## src/rtl/ws_result_drain_pkg.sv

```systemverilog
// Shared definitions for the weight-stationary result drain: FSM encoding and row-counter width.
package ws_result_drain_pkg;

    localparam int unsigned ROW_CNT_W = 16;

    typedef logic [ROW_CNT_W-1:0] row_cnt_t;

    typedef enum logic [1:0] {
        ST_IDLE    = 2'd0,
        ST_COLLECT = 2'd1,
        ST_FLUSH   = 2'd2,
        ST_DONE    = 2'd3
    } drain_state_e;

endpackage

```

## src/rtl/ws_result_drain_sync_fifo.sv

```systemverilog
// Shift-register FIFO; the head entry is a register so rd_data/rd_valid come straight from flops.
module sync_fifo #(
    parameter int unsigned WIDTH = 8,
    parameter int unsigned DEPTH = 8
) (
    input  logic                         clk,
    input  logic                         rst_n,
    input  logic                         clr,
    input  logic                         wr_en,
    input  logic [WIDTH-1:0]             wr_data,
    input  logic                         rd_en,
    output logic [WIDTH-1:0]             rd_data,
    output logic                         rd_valid,
    output logic [$clog2(DEPTH+1)-1:0]   count,
    output logic                         full_c
);

    localparam int unsigned CW = $clog2(DEPTH + 1);
    localparam int unsigned AW = (DEPTH > 1) ? $clog2(DEPTH) : 1;

    logic [WIDTH-1:0] mem_q [DEPTH];
    logic [WIDTH-1:0] mem_d [DEPTH];
    logic [CW-1:0]    cnt_q;
    logic [CW-1:0]    cnt_d;
    logic [CW-1:0]    wr_pos;
    logic             vld_q;
    logic             rd_ok;
    logic             wr_ok;

    assign full_c = (cnt_q == CW'(DEPTH));
    assign rd_ok  = rd_en && (cnt_q != '0);
    // A pop in the same cycle frees a slot, so a full FIFO still accepts the write.
    assign wr_ok  = wr_en && (!full_c || rd_ok);
    assign wr_pos = cnt_q - CW'(rd_ok);

    // Next contents: shift down on pop, then write behind the surviving entries.
    always_comb begin
        mem_d = mem_q;
        if (rd_ok) begin
            for (int unsigned i = 0; i + 1 < DEPTH; i++) begin
                mem_d[i] = mem_q[i + 1];
            end
            mem_d[DEPTH-1] = '0;
        end
        if (wr_ok) begin
            mem_d[AW'(wr_pos)] = wr_data;
        end
        cnt_d = cnt_q + CW'(wr_ok) - CW'(rd_ok);
    end

    always_ff @(posedge clk or negedge rst_n) begin
        if (!rst_n) begin
            for (int unsigned i = 0; i < DEPTH; i++) begin
                mem_q[i] <= '0;
            end
            cnt_q <= '0;
            vld_q <= 1'b0;
        end else if (clr) begin
            for (int unsigned i = 0; i < DEPTH; i++) begin
                mem_q[i] <= '0;
            end
            cnt_q <= '0;
            vld_q <= 1'b0;
        end else begin
            mem_q <= mem_d;
            cnt_q <= cnt_d;
            vld_q <= (cnt_d != '0);
        end
    end

    assign rd_data  = mem_q[0];
    assign rd_valid = vld_q;
    assign count    = cnt_q;

endmodule

```

## src/rtl/ws_result_drain.sv

```systemverilog
// Deskews the diagonal result wavefront of a systolic array and streams aligned rows out of a FIFO.
module ws_result_drain
    import ws_result_drain_pkg::*;
#(
    parameter int unsigned COLS      = 4,
    parameter int unsigned WIDTH_MAC = 48,
    parameter int unsigned DEPTH     = 8
) (
    input  logic                      clk,
    input  logic                      rst_n,
    input  logic                      reg_clear,
    input  logic                      start,
    input  logic [15:0]               num_rows,
    input  logic [COLS-1:0]           col_valid,
    input  logic [COLS*WIDTH_MAC-1:0] col_mac,
    output logic                      drain_stall,
    output logic                      out_valid,
    input  logic                      out_ready,
    output logic [COLS*WIDTH_MAC-1:0] out_data,
    output logic                      out_last,
    output logic                      busy,
    output logic                      done,
    output logic                      err_align,
    output logic                      err_ovf
);

    localparam int unsigned DW        = COLS * WIDTH_MAC;
    localparam int unsigned CW        = $clog2(DEPTH + 1);
    localparam int unsigned STALL_LVL = DEPTH - COLS;

    drain_state_e state_q, state_d;
    row_cnt_t     rows_q, push_cnt_q, pop_cnt_q, pop_cnt_d;

    logic [COLS-1:0]                 dsk_v;
    logic [COLS-1:0][WIDTH_MAC-1:0]  dsk_d;
    logic                            all_v, any_v;

    logic [CW-1:0] fifo_cnt, fifo_cnt_d;
    logic          fifo_full_c;
    logic          fifo_valid;
    logic [DW-1:0] fifo_data;

    logic push_req_c, push_ok_c, pop_c, job_start_c, align_err_c, ovf_c, last_d_c;

    // Column c arrives c cycles after column 0; delay it COLS-1-c cycles to line the row up.
    for (genvar c = 0; c < COLS; c++) begin : g_col
        localparam int unsigned D = COLS - 1 - c;
        if (D == 0) begin : g_pass
            assign dsk_v[c] = col_valid[c];
            assign dsk_d[c] = col_mac[c*WIDTH_MAC +: WIDTH_MAC];
        end else begin : g_dly
            logic [D-1:0]         v_sr;
            logic [WIDTH_MAC-1:0] d_sr [D];

            always_ff @(posedge clk or negedge rst_n) begin
                if (!rst_n) begin
                    v_sr <= '0;
                    for (int unsigned k = 0; k < D; k++) d_sr[k] <= '0;
                end else if (reg_clear) begin
                    v_sr <= '0;
                    for (int unsigned k = 0; k < D; k++) d_sr[k] <= '0;
                end else begin
                    v_sr[0] <= col_valid[c];
                    d_sr[0] <= col_mac[c*WIDTH_MAC +: WIDTH_MAC];
                    for (int unsigned k = 1; k < D; k++) begin
                        v_sr[k] <= v_sr[k-1];
                        d_sr[k] <= d_sr[k-1];
                    end
                end
            end

            assign dsk_v[c] = v_sr[D-1];
            assign dsk_d[c] = d_sr[D-1];
        end
    end

    assign all_v = &dsk_v;
    assign any_v = |dsk_v;

    sync_fifo #(
        .WIDTH (DW),
        .DEPTH (DEPTH)
    ) u_fifo (
        .clk      (clk),
        .rst_n    (rst_n),
        .clr      (reg_clear),
        .wr_en    (push_req_c),
        .wr_data  (dsk_d),
        .rd_en    (pop_c),
        .rd_data  (fifo_data),
        .rd_valid (fifo_valid),
        .count    (fifo_cnt),
        .full_c   (fifo_full_c)
    );

    assign out_valid   = fifo_valid;
    assign out_data    = fifo_data;
    assign pop_c       = fifo_valid && out_ready;
    assign drain_stall = (fifo_cnt >= CW'(STALL_LVL));

    always_ff @(posedge clk or negedge rst_n) begin
        if (!rst_n) begin
            state_q <= ST_IDLE;
        end else if (reg_clear) begin
            state_q <= ST_IDLE;
        end else begin
            state_q <= state_d;
        end
    end

    // Next state plus the per-cycle push/error decisions.
    always_comb begin
        state_d     = state_q;
        push_req_c  = 1'b0;
        push_ok_c   = 1'b0;
        job_start_c = 1'b0;
        align_err_c = 1'b0;
        ovf_c       = 1'b0;
        case (state_q)
            ST_IDLE: begin
                if (start) begin
                    job_start_c = 1'b1;
                    state_d     = (num_rows != '0) ? ST_COLLECT : ST_DONE;
                end
            end
            ST_COLLECT: begin
                push_req_c  = all_v;
                push_ok_c   = all_v && (!fifo_full_c || pop_c);
                ovf_c       = all_v && fifo_full_c && !pop_c;
                align_err_c = any_v && !all_v;
                if (push_ok_c && (push_cnt_q + row_cnt_t'(1) == rows_q)) begin
                    state_d = ST_FLUSH;
                end
            end
            ST_FLUSH: begin
                if (pop_c && out_last) begin
                    state_d = ST_DONE;
                end
            end
            ST_DONE: begin
                state_d = ST_IDLE;
            end
            default: begin
                state_d = ST_IDLE;
            end
        endcase
    end

    // The head row is the last one when every earlier row of the job has already transferred.
    always_comb begin
        fifo_cnt_d = fifo_cnt + CW'(push_ok_c) - CW'(pop_c);
        pop_cnt_d  = job_start_c ? '0 : pop_cnt_q + row_cnt_t'(pop_c);
        last_d_c   = (state_d == ST_FLUSH) && (fifo_cnt_d != '0) &&
                     (pop_cnt_d + row_cnt_t'(1) == rows_q);
    end

    always_ff @(posedge clk or negedge rst_n) begin
        if (!rst_n) begin
            rows_q     <= '0;
            push_cnt_q <= '0;
            pop_cnt_q  <= '0;
            err_align  <= 1'b0;
            err_ovf    <= 1'b0;
            busy       <= 1'b0;
            done       <= 1'b0;
            out_last   <= 1'b0;
        end else if (reg_clear) begin
            rows_q     <= '0;
            push_cnt_q <= '0;
            pop_cnt_q  <= '0;
            err_align  <= 1'b0;
            err_ovf    <= 1'b0;
            busy       <= 1'b0;
            done       <= 1'b0;
            out_last   <= 1'b0;
        end else begin
            if (job_start_c) begin
                rows_q     <= num_rows;
                push_cnt_q <= '0;
            end else if (push_ok_c) begin
                push_cnt_q <= push_cnt_q + row_cnt_t'(1);
            end
            pop_cnt_q <= pop_cnt_d;
            err_align <= err_align | align_err_c;
            err_ovf   <= err_ovf | ovf_c;
            busy      <= (state_d == ST_COLLECT) || (state_d == ST_FLUSH);
            done      <= (state_d == ST_DONE);
            out_last  <= last_d_c;
        end
    end

endmodule
```

## config.mk

```make
export PLATFORM = sky130hd
export DESIGN_NAME = ws_result_drain
export DESIGN_NICKNAME = d
export VERILOG_FILES = /design/src/rtl/ws_result_drain_pkg.sv /design/src/rtl/ws_result_drain_sync_fifo.sv /design/src/rtl/ws_result_drain.sv
export SDC_FILE = /design/constraint.sdc
export NUM_CORES = 2
export LEC_CHECK = 0
export CAP_MARGIN = 10
export CORE_MARGIN = 2
export CORE_UTILIZATION = 60
export DETAILED_ROUTE_END_ITERATION = 12
export GPL_TIMING_DRIVEN = 0
export PLACE_DENSITY = 0.91
export SYNTH_ARGS = -nofsm -noshare
export SYNTH_HDL_FRONTEND = slang
export SYNTH_SLANG_ARGS = --single-unit
```

## constraint.sdc

```tcl
create_clock -name clk -period 4.8 [get_ports clk]
set_input_delay 0.72 -clock clk [delete_from_list [all_inputs] [get_ports clk]]
set_output_delay 0.72 -clock clk [all_outputs]
set_load 0.05 [all_outputs]
```

; After elaboration in Yosys (flattened, before gate mapping)
; Index checks and enable logic that the tools add are counted.
[word_totals]
input_bits = 217
elab_cells = 116
reg_bits = 1890
output_inout_bits = 199
[op_classes]
mux = 38
n_eq_ne = 9
bitwise_logic = 3
n_reduce_logical = 27
n_lt_le_gt_ge = 3
add_sub_neg = 8
[op_table]
columns = cell, n
row1 = 2-to-1 mux 1536 bit, 3
row2 = bitwise mux 1536 bit, 1
row3 = demux 192 bit (select 3 bit), 1
row4 = 2-to-1 mux 192 bit, 1
row5 = 2-to-1 mux 144 bit, 1
row6 = 2-to-1 mux 16 bit, 7
row7 = 2-to-1 mux 96 bit, 1
row8 = 2-to-1 mux 48 bit, 1
row9 = adder 16 x 1 -> 16 bit (second input constant), 2
row10 = == test 16 bit, 2
row11 = adder 16 x 1 -> 16 bit, 1
row12 = nonzero test 16 bit, 1
row13 = 2-to-1 mux 1 bit, 13
row14 = logical AND 1 bit, 12
row15 = 2-to-1 mux 2 bit, 6
row16 = nonzero test 4 bit, 3
row17 = adder 4 x 1 -> 4 bit, 2
row18 = == test 2 bit (second input constant), 4
row19 = case mux 2 bit (4 select lines), 1
row20 = subtractor 4 x 1 -> 4 bit, 2
row21 = == test 2 x 1 -> 1 bit (second input constant), 2
row22 = == test 4 bit (second input constant), 1
row23 = greater-or-equal comparator 4 x 3 -> 1 bit (second input constant), 1
row24 = greater-or-equal comparator 4 bit (second input constant), 1
row25 = other kinds (13), 18

; Longest topological paths before layout
[depth]
word_depth = 11
depth_mapped = 18
mapped_depth_nobuf = 14

; Cells and area by module
; Synthesis repeated with hierarchy kept, for this count alone.
[hier_totals]
hier_cells = 9863
hier_area_um2 = 99327.8
[by_module_without_submodules]
columns = module, area_each_um2, cells_per_inst, seq_area_each_um2, n_inst
row1 = sync_fifo, 85902.4, 8738, 38562.0, 1
row2 = ws_result_drain, 13425.4, 1125, 8733.4, 1

; Least setup slack after synthesis
; OpenSTA, ideal clock, no wires.
[synth_path]
path_kind = input-to-reg
from = in out_ready
to = reg out_last
slack_ns = 1.003
stages = 14
t_required_ns = 4.699
setup_ns = 0.101
n_path_buf = 1
t_arrival_ns = 3.696
path_cell_list = nand2_1 -> and3_1 -> clkbuf_1 -> or4_1 -> nor4b_1 -> nand4_1 -> a2111oi_1 -> o2bb2ai_1 -> ha_1 -> nor4b_1 -> o211a_1 -> nand3_1 -> a2111o_1 -> nor4_1
[synth_via]
elab_chain_cells = 10
word_cells_on_any_way = 20
cone_classes = add/sub: 4 / eq/ne: 2 / mux: 6 / reduce/logical: 8
[synth_lines]
columns = element, line_no
row1 = start: declaration, ws_result_drain.sv:18  ; input logic out_ready,
row2 = logical AND 1 bit (*), ws_result_drain.sv:98  ; assign pop_c = fifo_valid && out_ready;
row3 = branches (longest 7 deep; another with adder 16 x 1 -> 16 bit), --
row4 = logical AND 1 bit (*), ws_result_drain.sv:153  ; last_d_c = (state_d == ST_FLUSH) && (fifo_cnt_d != '0) &&
row5 = 2-to-1 mux 1 bit (*), ws_result_drain.sv:167  ; end else if (reg_clear) begin
row6 = end signal: assignment, ws_result_drain.sv:188  ; out_last <= last_d_c;
row7 = end: declaration, ws_result_drain.sv:20  ; output logic out_last,
; Mark *: on every way between the ends.
; A chain may end at the register's enable or synchronous reset.

; Worst setup path after layout
[layout_path]
from = reg u_fifo.cnt_q[2] (netlist: u_fifo.count[2])
to = reg u_fifo.mem_q[1269] (netlist name)
[layout_via]
elab_chain_cells = 11
word_cells_on_any_way = 17
cone_classes = add/sub: 1 / order compare: 2 / eq/ne: 1 / mux: 6 / bitwise: 1 / reduce/logical: 6
[layout_lines]
columns = element, line_no
row1 = start: declaration, ws_result_drain_sync_fifo.sv:23  ; logic [CW-1:0] cnt_q;
row2 = start signal: assignment, ws_result_drain_sync_fifo.sv:66  ; cnt_q <= cnt_d;
row3 = nonzero test 4 bit, ws_result_drain_sync_fifo.sv:31  ; assign rd_ok = rd_en && (cnt_q != '0);
row4 = logical AND 1 bit, ws_result_drain_sync_fifo.sv:31
row5 = subtractor 3 x 1 -> 3 bit, ws_result_drain_sync_fifo.sv:34  ; assign wr_pos = cnt_q - CW'(rd_ok);
row6 = NOT 3 -> 4 bit (implied by the code), ws_result_drain_sync_fifo.sv:46  ; mem_d[AW'(wr_pos)] = wr_data;
row7 = greater-or-equal comparator 4 bit (implied by the code) or less-than comparator 4 x 1 -> 1 bit (tied branches), ws_result_drain_sync_fifo.sv:46
row8 = logical AND 1 bit (implied by the code), ws_result_drain_sync_fifo.sv:46
row9 = 2-to-1 mux 192 bit (implied by the code), ws_result_drain_sync_fifo.sv:46
row10 = demux 192 bit (select 3 bit), ws_result_drain_sync_fifo.sv:46
row11 = bitwise mux 1536 bit, ws_result_drain_sync_fifo.sv:46
row12 = 2-to-1 mux 1536 bit (*), ws_result_drain_sync_fifo.sv:45  ; if (wr_ok) begin
row13 = 2-to-1 mux 1536 bit (*), ws_result_drain_sync_fifo.sv:58  ; end else if (clr) begin
row14 = end signal: assignment, ws_result_drain_sync_fifo.sv:65  ; mem_q <= mem_d;
row15 = end: declaration, ws_result_drain_sync_fifo.sv:21  ; logic [WIDTH-1:0] mem_q [DEPTH];
; Every way passes the cells marked *; elsewhere a longest branch is shown, timed or not.

==> impl_metrics.tcl <==
set metrics [dict create \
    p_int_mw 26.20 \
    synth-edff-count 0 \
    fin_crit_sh 0.9458 \
    tns_ns 0 \
    drtAntennaViolNets 0 \
    path_cells "inv_1 -> ha_1 -> nand2_1 -> nand2_1 -> inv_6 -> ha_1 -> inv_1 -> ha_1 -> clkbuf_1 -> nor2_1 -> nand2_1 -> clkbuf_1 -> buf_8 -> clkbuf_1 -> nor2_1 -> a311oi_1" \
    cp.required_ns 5.55 \
    gr-total-overflow 0 \
    timing.fmax_mhz 220.3 \
    max_slew_margin 0.05313 \
    top_layer_used "met5" \
    arrival_ns 5.29 \
    p_comb_frac 0.146 \
    routed_wl_mm 286.2 \
    drive_gt1_frac 0.07641 \
    cp_slowest_cell "clkbuf_1" \
    p_clk_frac 0.424 \
    violations "negative hold slack" \
    grt_pass1_vias 79580 \
    power_leakage_nw 42.96 \
    cts_made_buffers 191 \
    placement_rows 140 \
    worst_ir_drop_vdd_uv 404.1 \
    synth_top_cell_area_share 0.5413 \
    min_path_type "input pin to asynchronous set/reset pin" \
    vias 80590 \
    switching_share 0.3017 \
    power.switching_mw 11.32 \
    netlist_area_um2 87370 \
    utilization 0.6948 \
    grt_pass1_wl_mm 441.5 \
    sequentialPowerShare 0.430 \
    vias_per_cell 6.432 \
    nets 10680 \
    cts_buffer_depth 3 \
    ys_seq_elements 1890 \
    drt-initial-drc-count 10410 \
    met1_length_mm 104.6 \
    start_kind "flip-flop" \
    die_w_um 385.6 \
    ys_async_sr_fraction 1.000 \
    hold_ws_ns -0.04188 \
    htreeDepth 4 \
    critPathMaxFanout 22 \
    dieArea_um2 148700 \
    synth-main-ff-cell "dfrtp_1" \
    report.final.hold_viol_count 13 \
    fp.dieH_um 385.6 \
    antenna_found_initial 17 \
    wl_met2_mm 128.3 \
    status "finished, violations left" \
    worst_pin_slew_ns 1.420 \
    skew_ns 0.03427 \
    grt_max_degree 187 \
    wl_met3_mm 30.06 \
    max_cap_violations 0 \
    area_growth_pct 15.34 \
    regToRegSetupSlack_ns 0.26 \
    final_max_slew_viol_count 0 \
    post-cts-setup-buffers 0 \
    drt_drc_violations_left 0 \
    numPortBuffers 367 \
    period_needed_ns 4.540 \
    drtPass1Iterations 10 \
    cts_sinks 1890 \
    mostFrequentLayoutCells "nand2_1 (2941), dfrtp_1 (1890), nor2_1 (1393)" \
    syn-num-nets 10090 \
    dp_hpwl_mm 196.5 \
    synth_top_area_cell "dfrtp_1" \
    clk_pin_slew_ns 0.06 \
    clkLatencyLatePin_ns 0.86 \
    synth_cell_types 80 \
    path_class "flip-flop to flip-flop" \
    critPathCaptureType "flip-flop" \
    track_usage 0.3800 \
    cpPeakStageDelay_ns 0.50 \
    cts_tree "yes" \
    setup_violations 0 \
    synth.avg_cell_area_um2 8.866 \
    gp_congestion 0.9309 \
    ioPinCount 416 \
    powerDensity_nw_per_um2 372.3 \
    layout_commonest_cell "nand2_1" \
    coreArea_um2 145000 \
    root_buffer "clkbuf_16" \
    grt_setup_unrepaired "no" \
    synth_area_leaders "dfrtp_1 (54%), a311oi_1 (13%), nand2_1 (13%), nor2_1 (6.0%), clkbuf_1 (3.6%)" \
    ys_seq_area_frac 0.5413 \
    wl_per_cell_um 22.84 \
    start_util 0.6024 \
    syn_inst 9855 \
    yosys_warnings 0 \
]
## area by class of cell
type	count	area, um2
Timing Repair Buffer	397	4334
Buffer	1274	5823
Tap cell	1917	2399
Multi-Input combinational cell	6668	34210
Clock inverter	76	1007
Inverter	21	83.83
Fill cell	10460	44270
Sequential cell	1890	47300
Clock buffer	275	5589
Antenna cell	13	32.53
## routing by layer
layer,up-vias,global-route usage
met5,-,0
met2,5428,0.5736
li1,34660,-
met3,1327,0.09651
met1,39170,0.4776
met4,4,0.2750
## what timing repair did
item | 4_1_cts | 5_1_grt
resized for setup | 16 | 3
hold endpoints to repair | 116 | 0
setup endpoints to repair | 1520 | 1444
hold buffers | 1 | 0
## cells by family (layout without fill, tap and decap cells)
family,after synthesis,after routing,share of synthesized area
other,0,13,0
buffers and inverters,1297,2043,0.06723
multiplexers,9,9,0.001060
AND/OR/NAND/NOR,4954,4954,0.2288
XOR/XNOR,57,57,0.005714
AO/OA/AOI/OAI,1630,1630,0.1532
adder cells (fa/ha/maj),18,18,0.002749
flip-flops,1890,1890,0.5413
## final timing paths
kind,startpoint,end,cells past startpoint
setup / recovery,u_fifo.count[2],u_fifo.mem_q[1269],16
hold / removal,rst_n,g_col[0].g_dly.d_sr[134],2
setup reg to reg,u_fifo.count[2],u_fifo.mem_q[1269],16
hold reg to reg,g_col[1].g_dly.d_sr[93],dsk_d[93],1
max in group asynchronous,rst_n,u_fifo.mem_q[1285],7
min in group clk,col_mac[188],u_fifo.mem_q[188],3
## cells in the mapped netlist (9+ instances only)
cell type / n
nand3_1: 211
xnor2_1: 32
nor2b_1: 305
inv_1: 20
nor3_1: 13
nand4_1: 16
nor2_1: 1393
nor4_1: 12
or3_1: 9
buf_1: 26
clkbuf_1: 837
o21ai_0: 11
buf_2: 209
a311oi_1: 1345
xor2_1: 25
nand2_1: 2941
buf_4: 193
ha_1: 16
clkbuf_2: 10
a21oi_1: 221
dfrtp_1: 1890
## state kept, by name (all words and copies together), names as in the netlist, 2 cells and up
name              cells
g_col.g_dly.v_sr      6
dsk_d                96
rows_q               16
pop_cnt_q            16
u_fifo.count          4
push_cnt_q           16
state_q               2
u_fifo.mem_q       1344
g_col.g_dly.d_sr    192
u_fifo.rd_data      192
## critical path: cells and delay by family (launching register included)
kind	cells	cell delay, ns
DFF	1	0.44
buffers and inverters	7	2.08
AOI/OAI and AO/OA	1	0.30
and+or+nand+nor	5	0.82
adders and majority gates	3	0.76
## power groups by stage
| stage | Sequential [mW] | Clock (mW) | Combinational [mW] |
|---|---|---|---|
| 4_1_cts | 16.1 | 15.9 | 5.29 |
| 3_5_place_dp | 16.4 | 0 | 5.22 |
| 6_report | 16.1 | 15.9 | 5.49 |
| 2_1_floorplan | 16.4 | 0 | 2.83 |
| 5_1_grt | 16.1 | 16.5 | 5.83 |
| 3_3_place_gp | 16.5 | 0 | 4.87 |
## stage by stage
step           instances  setup WS [ns]  area [um2]  total power, mW
2_1_floorplan       9855          1.003       87370            19.24
3_3_place_gp       12140         -79.36       93450            21.40
3_5_place_dp       12160         -1.625       94030            21.64
4_1_cts            12520        0.01651      100700            37.28
5_1_grt            12530        0.05184      100800            38.47
6_report           12530         0.2604      100800            37.52
(Power assumes the default switching activity.)
